**src/rtl/timer_dev.sv**
```systemverilog
// timer_dev: programmable down-counting timer with one-shot and auto-reload modes.
// Latency: zero-cycle combinational read; CPU writes land on the same edge; IntReq is registered (IM & PEND).
// Backpressure: none; the bridge strobes WE for one cycle and every access completes immediately.
//
// Ports:
//   clk     system clock, rising edge
//   rst_n   asynchronous active-low reset
//   Addr    word address: 0=CTRL, 1=PRESET, 2=COUNT (read-only), 3=unused
//   BE      byte enables for writes, BE[i] gates byte lane i
//   WD      write data
//   WE      single-cycle write strobe
//   RD      combinational read data for Addr
//   IntReq  registered interrupt request (IM & PEND)
//
// CTRL layout: [0] EN, [2:1] MODE (01 = auto-reload, all others one-shot),
// [3] IM, [4] PEND (read-only), [31:5] zero.

module timer_dev (
  input  logic        clk,
  input  logic        rst_n,
  input  logic [1:0]  Addr,
  input  logic [3:0]  BE,
  input  logic [31:0] WD,
  input  logic        WE,
  output logic [31:0] RD,
  output logic        IntReq
);

  typedef enum logic [1:0] {
    S_IDLE = 2'd0,
    S_LOAD = 2'd1,
    S_CNT  = 2'd2,
    S_INT  = 2'd3
  } state_t;

  state_t      r_state;
  state_t      w_state_nxt;

  logic        r_en;
  logic [1:0]  r_mode;
  logic        r_im;
  logic        r_pend;
  logic        r_intreq;
  logic [31:0] r_preset;
  logic [31:0] r_count;

  logic        w_ctrl_wr;
  logic        w_ctrl_lo_wr;
  logic        w_preset_wr;
  logic        w_auto;
  logic        w_cnt_zero;
  logic        w_en_nxt;

  // FSM output strobes
  logic        w_load;
  logic        w_dec;
  logic        w_int_set;
  logic        w_int_clr;
  logic        w_hw_clr_en;

  assign w_ctrl_wr    = WE && (Addr == 2'd0);
  assign w_ctrl_lo_wr = w_ctrl_wr && BE[0];
  assign w_preset_wr  = WE && (Addr == 2'd1);
  assign w_auto       = (r_mode == 2'b01);
  assign w_cnt_zero   = (r_count == 32'd0);

  // A CPU write to EN beats the hardware clear when both land on one edge.
  assign w_en_nxt = w_ctrl_lo_wr ? WD[0] : (w_hw_clr_en ? 1'b0 : r_en);

  // ---------------- FSM: state register ----------------
  always_ff @(posedge clk or negedge rst_n) begin
    if (!rst_n) begin
      r_state <= S_IDLE;
    end else begin
      r_state <= w_state_nxt;
    end
  end

  // ---------------- FSM: next state ----------------
  // IDLE reacts to the EN value being written on this edge, so an enable
  // write moves straight to LOAD; every other state looks at the
  // pre-edge register values.
  always_comb begin
    w_state_nxt = r_state;
    case (r_state)
      S_IDLE: if (w_en_nxt) w_state_nxt = S_LOAD;
      S_LOAD: w_state_nxt = S_CNT;
      S_CNT: begin
        if (!r_en) begin
          w_state_nxt = S_IDLE;
        end else if (w_cnt_zero) begin
          w_state_nxt = S_INT;
        end
      end
      S_INT:   w_state_nxt = w_auto ? S_LOAD : S_IDLE;
      default: w_state_nxt = S_IDLE;
    endcase
  end

  // ---------------- FSM: outputs ----------------
  always_comb begin
    w_load      = 1'b0;
    w_dec       = 1'b0;
    w_int_set   = 1'b0;
    w_int_clr   = 1'b0;
    w_hw_clr_en = 1'b0;
    case (r_state)
      S_LOAD: w_load = 1'b1;
      S_CNT: begin
        if (r_en) begin
          if (w_cnt_zero) begin
            w_int_set = 1'b1;
          end else begin
            w_dec = 1'b1;
          end
        end
      end
      S_INT: begin
        if (w_auto) begin
          w_int_clr = 1'b1;
        end else begin
          w_hw_clr_en = 1'b1;
        end
      end
      default: ;
    endcase
  end

  // ---------------- CTRL fields ----------------
  always_ff @(posedge clk or negedge rst_n) begin
    if (!rst_n) begin
      r_en   <= 1'b0;
      r_mode <= 2'b00;
      r_im   <= 1'b0;
    end else begin
      r_en <= w_en_nxt;
      if (w_ctrl_lo_wr) begin
        r_mode <= WD[2:1];
        r_im   <= WD[3];
      end
    end
  end

  // PEND: a set on INT entry wins over any clear on the same edge so an
  // expiry coinciding with a CTRL write is never lost.
  always_ff @(posedge clk or negedge rst_n) begin
    if (!rst_n) begin
      r_pend <= 1'b0;
    end else if (w_int_set) begin
      r_pend <= 1'b1;
    end else if (w_int_clr || w_ctrl_wr) begin
      r_pend <= 1'b0;
    end
  end

  // ---------------- PRESET (byte-lane writes) ----------------
  always_ff @(posedge clk or negedge rst_n) begin
    if (!rst_n) begin
      r_preset <= 32'd0;
    end else begin
      for (int i = 0; i < 4; i++) begin
        if (w_preset_wr && BE[i]) begin
          r_preset[8*i +: 8] <= WD[8*i +: 8];
        end
      end
    end
  end

  // ---------------- COUNT ----------------
  // Never wraps: a zero count leaves CNT for INT instead of decrementing.
  always_ff @(posedge clk or negedge rst_n) begin
    if (!rst_n) begin
      r_count <= 32'd0;
    end else if (w_load) begin
      r_count <= r_preset;
    end else if (w_dec) begin
      r_count <= r_count - 32'd1;
    end
  end

  // ---------------- interrupt ----------------
  always_ff @(posedge clk or negedge rst_n) begin
    if (!rst_n) begin
      r_intreq <= 1'b0;
    end else begin
      r_intreq <= r_im & r_pend;
    end
  end

  assign IntReq = r_intreq;

  // ---------------- read mux ----------------
  always_comb begin
    RD = 32'd0;
    case (Addr)
      2'd0:    RD = {27'd0, r_pend, r_im, r_mode, r_en};
      2'd1:    RD = r_preset;
      2'd2:    RD = r_count;
      default: RD = 32'd0;
    endcase
  end

endmodule

```
**config.mk**
```make
export PLATFORM = sky130hd
export DESIGN_NAME = timer_dev
export DESIGN_NICKNAME = d
export VERILOG_FILES = /design/src/rtl/timer_dev.sv
export SDC_FILE = /design/constraint.sdc
export NUM_CORES = 1
export LEC_CHECK = 0
export ABC_AREA = 0
export CORE_MARGIN = 1
export CORE_UTILIZATION = 45
export DETAILED_ROUTE_END_ITERATION = 16
export PLACE_DENSITY = 0.8
export SKIP_CTS_REPAIR_TIMING = 1
export SLEW_MARGIN = 30
export SYNTH_ARGS = -nofsm -noshare
export SYNTH_HDL_FRONTEND = slang
export SYNTH_SLANG_ARGS = --single-unit
```
**constraint.sdc**
```tcl
create_clock -name clk -period 2.3 [get_ports clk]
set_input_delay 0.46 -clock clk [delete_from_list [all_inputs] [get_ports clk]]
set_output_delay 0.46 -clock clk [all_outputs]
set_load 0.02 [all_outputs]
```
==> impl_metrics.toml, run 1 <==
[run_status]
status = "finished, final reports clean"

[synthesis]
yosysUniqueCellTypes = 53
synth_edf_count = 0
ys_warn_count = 0
seq_area_frac_synth_pct = 44.85
synth_nets = 453
syn_inst = 411
ys.flop_type = "dfrtp_1"
netlist_area_sq_um = 4018
avgSynthCellArea_sq_um = 9.775
async_flop_share_pct = 100.0
synth-seq-cells = 72

[grt]
grt_pass1_wl_um = 18260
antenna_found_initial = 0
overflow = 0
met2_usage_pct = 40.85
gr-usage-all-layers_pct = 25.95
top_usage_layer = "met2"
grt_pass1_vias = 3750
use_met3_pct = 3.756
met1_usage_pct = 35.05
grt_max_degree = 73

[critical_path]
reg2reg_to = "r_count[21]"
start_kind = "flop"
reg2reg_from = "r_count[7]"
path_max_fanout = 6
crit_type = "flop to flop"
worst_r2r_path_depth = 5
cp_num_buf_inv = 0
cp_slowest_cell = "a2111o_1"
ff2ff_setup_slack_ns = 0.0006
slowest_delay_ns = 0.42
required_ns = 2.55
cp-end-kind = "flop"
critical_path.cell_chain = "or3_4 > or3_4 > or3_4 > a2111o_1 > a22o_1"
critPathTopFamily = "simple AND/OR/NAND/NOR gates"
cp.arrival_ns = 2.55
cpMostUsedCell = "or3_4"

[timing]
worst_slew_pin_slew_ns = 0.8337
min_period_ns = 2.299
fin_crit_sh_pct = 99.98
setup_viol = 0
relSlewSlack_pct = 44.22
slew_viol_final = 0
rsz0062_at_grt = "true"
fin_skew_ns = 0.007212
finalHoldViolations = 0
clock.fmax_ghz = 0.4349

[placement]
post_dp_cell_area_sq_um = 5207
io_buffers = 73
place_hpwl_um = 7954
gp_congestion = 0.8629

[floorplan]
die_w_um = 96.49
start_util_pct = 46.29
core_sq_um = 8678
dieHeight_um = 96.49
io_pins = 74
rows = 34
die_area_sq_um = 9310

[route]
antenna_left = 0
drtIter0Drc = 344
drtPass1Iterations = 5
wl_um = 11950
drc = 0
drt-vias-per-instance = 6.192
vias = 3957
wl_per_cell_um = 18.69

[cells_and_area]
drive_above_1_share_pct = 26.55
nets = 568
stdcell_area_sq_um = 5592
area_delta_synth_final_pct = 39.18
fin_util_pct = 64.43
num_antenna_cells = 0

[clocking]
clk_latency_ns = 0.36
root_buffer = "clkbuf_8"
clock_sink_count = 72
cts_max_level = 3
cts_tree = "yes"
clk_pin_slew_ns = 0.07
cts_buffer_depth = 2
cts_buffers = 9

[hold_path]
worstHoldPathType = "input pin to asynchronous set/reset pin"

[job]
drv_cap = 0

[power_and_ir_drop]
powerDensity_nw_per_um2 = 1034
leakage_nw = 2.666
ir_drop_uv = 434.6
layer usage:
metal | vias to the layer above | routed length [um]
met5 | - | 0
met4 | 0 | 296
met3 | 29 | 984
met2 | 209 | 5679
met1 | 1931 | 4984
li1 | 1788 | -
worst max-delay path by stage:
stage / from / to / slack (ns) / depth (start not counted)
final: r_count[7] / r_count[21] / 0.0006 / 5
after detailed placement: Addr[0] / RD[2] / -0.44 / 6
after floorplan: r_count[7] / r_count[21] / 0.07 / 5
after CTS: Addr[0] / RD[2] / -0.46 / 6
after global placement: Addr[0] / RD[8] / -0.37 / 5
after global routing: r_count[25] / r_count[0] / -0.04 / 6
cells in the mapped netlist, types with 3 or more instances:
library cell,number,share of area (%)
inv_1,11,1.0
and3_1,3,0.47
mux2_2,34,9.5
o211ai_1,10,1.9
or3_1,8,1.2
nand2_1,41,3.8
dfrtp_1,72,45
nor2_1,16,1.5
clkbuf_1,18,1.7
a21o_1,4,0.75
buf_2,6,0.75
o311ai_0,8,1.7
or2_2,3,0.47
a211oi_1,4,0.75
nand2b_1,3,0.47
mux2i_1,9,2.2
nor3_1,21,2.6
nor2b_1,6,0.93
o21ai_0,16,2.0
nand3_1,22,2.7
a22o_1,27,5.9
o31ai_1,3,0.56
nor4_1,7,1.1
a21oi_1,9,1.1
nand4_1,7,1.1
or4_1,6,1.1
sequential cells by signal, indices dropped and copies added (netlist names):
register  cells
r_count      32
r_preset     32
r_mode        2
r_state       2
IntReq        1
r_en          1
r_im          1
r_pend        1
worst reg2reg max path, cell delays in order (launching register included):
cell,delay (ns)
dfrtp_1,0.39
or3_4,0.41
or3_4,0.37
or3_4,0.41
a2111o_1,0.42
a22o_1,0.20
placed cells by master (no fill, tap or decap), types with 10 or more instances in the layout:
cell type        count
mux2_2              34
nor2_1              16
o21ai_0             16
dlymetal6s2s_1      24
buf_4               49
nor3_1              18
a22o_1              27
nand3_1             22
o211ai_1            10
clkdlybuf4s50_1     38
clkbuf_8            11
nand2_1             41
dfrtp_1             72
area by class of cell:
class,count,area [sq um]
Tap cell,108,135.1
Fill cell,684,3087
Clock inverter,3,40.04
Clock buffer,13,158.9
Timing Repair Buffer,129,1222
Sequential cell,72,1802
Multi-Input combinational cell,303,2192
Inverter,11,41.29
through the flow:
step	std cells	setup WS, ns	total power [mW]	TNS (ns)	hold slack [ns]
3_3_place_gp	617	-0.3662	4.460	-10.16	0.4883
4_1_cts	633	-0.4577	5.617	-11.97	0.1328
6_report	639	0.0005569	5.780	0	0.1214
3_5_place_dp	617	-0.4430	4.569	-11.60	0.4932
5_1_grt	639	-0.04231	6.105	-0.1644	0.1403
2_1_floorplan	411	0.07323	3.495	0	0.1644
cells by family after synthesis:
logic type | share of synthesized area [%]
AND/OR/NAND/NOR | 20.24
multiplexers | 11.77
AO/OA/AOI/OAI | 19.03
flip-flops | 44.85
XOR/XNOR | 0.2180
buffers and inverters | 3.581
adder cells (fa/ha/maj) | 0.3114
power breakdown:
| part | leakage [nW] | switching [mW] | internal (mW) |
|---|---|---|---|
| Clock | 0.103 | 0.480 | 0.558 |
| Sequential | 0.884 | 0.463 | 1.68 |
| Combinational | 1.68 | 1.35 | 1.24 |
Power figures use the tool's default switching activity.
==> inputs of run 2 (changes only) <==
--- a/config.mk
+++ b/config.mk
@@ -6,10 +6,10 @@
 export NUM_CORES = 1
 export LEC_CHECK = 0
 export ABC_AREA = 0
-export CORE_MARGIN = 1
+export CORE_MARGIN = 8
 export CORE_UTILIZATION = 45
 export DETAILED_ROUTE_END_ITERATION = 16
-export PLACE_DENSITY = 0.8
+export PLACE_DENSITY = 0.77
 export SKIP_CTS_REPAIR_TIMING = 1
 export SLEW_MARGIN = 30
 export SYNTH_ARGS = -nofsm -noshare
==> constraint.sdc (replaced) <==
create_clock -name clk -period 2.8 [get_ports clk]
set_input_delay 0.56 -clock clk [delete_from_list [all_inputs] [get_ports clk]]
set_output_delay 0.56 -clock clk [all_outputs]
set_load 0.02 [all_outputs]
==> run 2 against run 1 <==
Cell area shrank 6.1%. Combinational power shrank 33%. Sequential cell count is the same. Register-to-register slack gained 0.19 ns. Maximum frequency shrank 12%. Hold slack gained 0.043 ns. Sequential power shrank 15%. Clock power shrank 31%. Clock skew grew 0.0058 ns. Die area grew 31%. Cell count shrank 5.5%. Largest power group is now sequential cells. Highest routed layer unchanged.
==> impl_metrics.toml, run 2 (synthesis results as in run 1) <==
[cells_and_area]
multi_input_area_sq_um = 2100
reg_top3 = "r_count x32, r_preset x32"
seqCellArea_sq_um = 1802
num_antenna_cells = 0
area_delta_synth_final_pct = 30.64
layout_commonest_cell = "dfrtp_1"
drive_above_1_share_pct = 16.94
nets = 536
fillCellCount = 746
final_cell_mix = "72 x dfrtp_1, 41 x nand2_1, 40 x clkdlybuf4s50_1, 34 x mux2_2, 32 x dlymetal6s2s_1"
stdcell_area_sq_um = 5249

[grt]
antenna_found_initial = 0
grt_max_degree = 29
grt_pass1_vias = 3790
grt_pass1_wl_um = 18980
overflow = 0
gr-usage-all-layers_pct = 18.20

[critical_path]
crit_type = "flop to flop"
critical_path.cell_chain = "inv_1 > ha_1 > nor2b_1 > and4_1 > a31oi_4 > buf_4 > a2111oi_0 > o21ai_1"
cp_num_buf_inv = 2
reg2reg_to = "r_count[14]"
reg2reg_from = "r_count[0]"
slowest_delay_ns = 0.47
start_kind = "flop"
cp.arrival_ns = 2.83
path_max_fanout = 15
required_ns = 3.01
worst_r2r_path_depth = 8
path_depth = 8
startpoint = "r_count[0]"
cp-end-kind = "flop"
critPathCapture = "r_count[14]"
ff2ff_setup_slack_ns = 0.19
cp_slowest_cell = "a2111oi_0"
critPathTopFamily = "compound AO/OA/AOI/OAI gates"

[timing]
worst_slew_pin_slew_ns = 0.8084
min_period_ns = 2.612
setup_viol = 0
rsz0062_at_grt = "false"
relSlewSlack_pct = 46.11
final.setup.tns_ns = 0
fin_crit_sh_pct = 93.28
fin_skew_ns = 0.01299
finalHoldViolations = 0
clock.fmax_ghz = 0.3829
slew_viol_final = 0

[route]
drc = 0
drt-vias-per-instance = 5.982
wl_um = 11100
wl_per_cell_um = 18.38
antenna_left = 0
drtIter0Drc = 233
vias = 3613
drtPass1Iterations = 4

[clocking]
clock_sink_count = 72
cts_max_level = 3
root_buffer = "clkbuf_8"
cts_tree = "yes"
cts_buffers = 9
cts_buffer_depth = 2
clk_pin_slew_ns = 0.08
clk_latency_ns = 0.34

[floorplan]
die_area_sq_um = 12210
io_pins = 74
start_util_pct = 46.29
die_w_um = 110.5
dieHeight_um = 110.5
rows = 34
core_sq_um = 8678

[job]
drv_cap = 0

[power_and_ir_drop]
combinationalPowerShare_pct = 40.6
netSwitchingFraction_pct = 39.82
p_switching_mw = 1.700
leakage_nw = 2.578
power_frac_seq_pct = 42.7
powerDensity_nw_per_um2 = 813.4
clkPwrFrac_pct = 16.8
ir_drop_uv = 343.2
p_int_mw = 2.569

[placement]
post_dp_cell_area_sq_um = 5000
gp_congestion = 0.8613
place_hpwl_um = 8280
io_buffers = 73

[run_status]
status = "finished, final reports clean"

[hold_path]
worstHoldPathType = "input pin to asynchronous set/reset pin"
==> run 2: changes by cell type in the layout (fill, tap and decap cells not counted), moves of 3 or more <==
cell	before	now
buf_4	49	22
buf_6	3	0
clkbuf_2	8	0
dlymetal6s2s_1	24	32
nor2b_4	3	0
nor3_1	18	21
nor3_2	3	0
==> run 2: per-stage QoR <==
stage / utilization, % / setup WS (ns) / total power, mW / cells / hold WS (ns)
after global placement: 57.61 / -0.06134 / 3.510 / 591 / 0.4897
after CTS: 59.46 / -0.1453 / 4.297 / 604 / 0.1694
after detailed placement: 57.61 / -0.1402 / 3.567 / 591 / 0.4977
after global routing: 60.48 / 0.03849 / 4.574 / 604 / 0.1856
after floorplan: - / 0.3741 / 2.871 / 411 / 0.2644
final: 60.48 / 0.1880 / 4.269 / 604 / 0.1641
==> run 2: how the worst min path moves through the flow <==
stage | start | endpoint | cells past startpoint
global placement | r_im | IntReq | 1
CTS | rst_n | r_preset[8] | 1
floorplan | rst_n | IntReq | 0
global route | rst_n | r_preset[8] | 1
detailed placement | r_preset[9] | r_count[9] | 2
finish | rst_n | IntReq | 1
==> run 2: area by class of cell <==
type | instances | share of cell area [%]
flip-flops and latches | 72 | 34.33
clock inverters | 1 | 0.09535
inverters | 11 | 0.7867
multi-input cells | 303 | 40.00
repair buffers | 97 | 19.26
clock buffers | 12 | 2.956
well taps | 108 | 2.575
==> run 2: power by group through the flow <==
stage | Clock (mW) | Sequential [mW] | Combinational [mW]
2_1_floorplan | 0 | 1.67 | 1.20
3_3_place_gp | 0 | 1.81 | 1.70
3_5_place_dp | 0 | 1.83 | 1.74
4_1_cts | 0.734 | 1.81 | 1.75
5_1_grt | 0.774 | 1.88 | 1.92
6_report | 0.716 | 1.82 | 1.73
==> run 2: per-layer routing <==
layer	track usage, %	vias to the layer above	share of wire, %
met5	0	-	0
met4	5.856	0	1.4
met3	3.680	12	6.1
met2	30.41	99	50
met1	22.89	1779	42
li1	-	1723	-
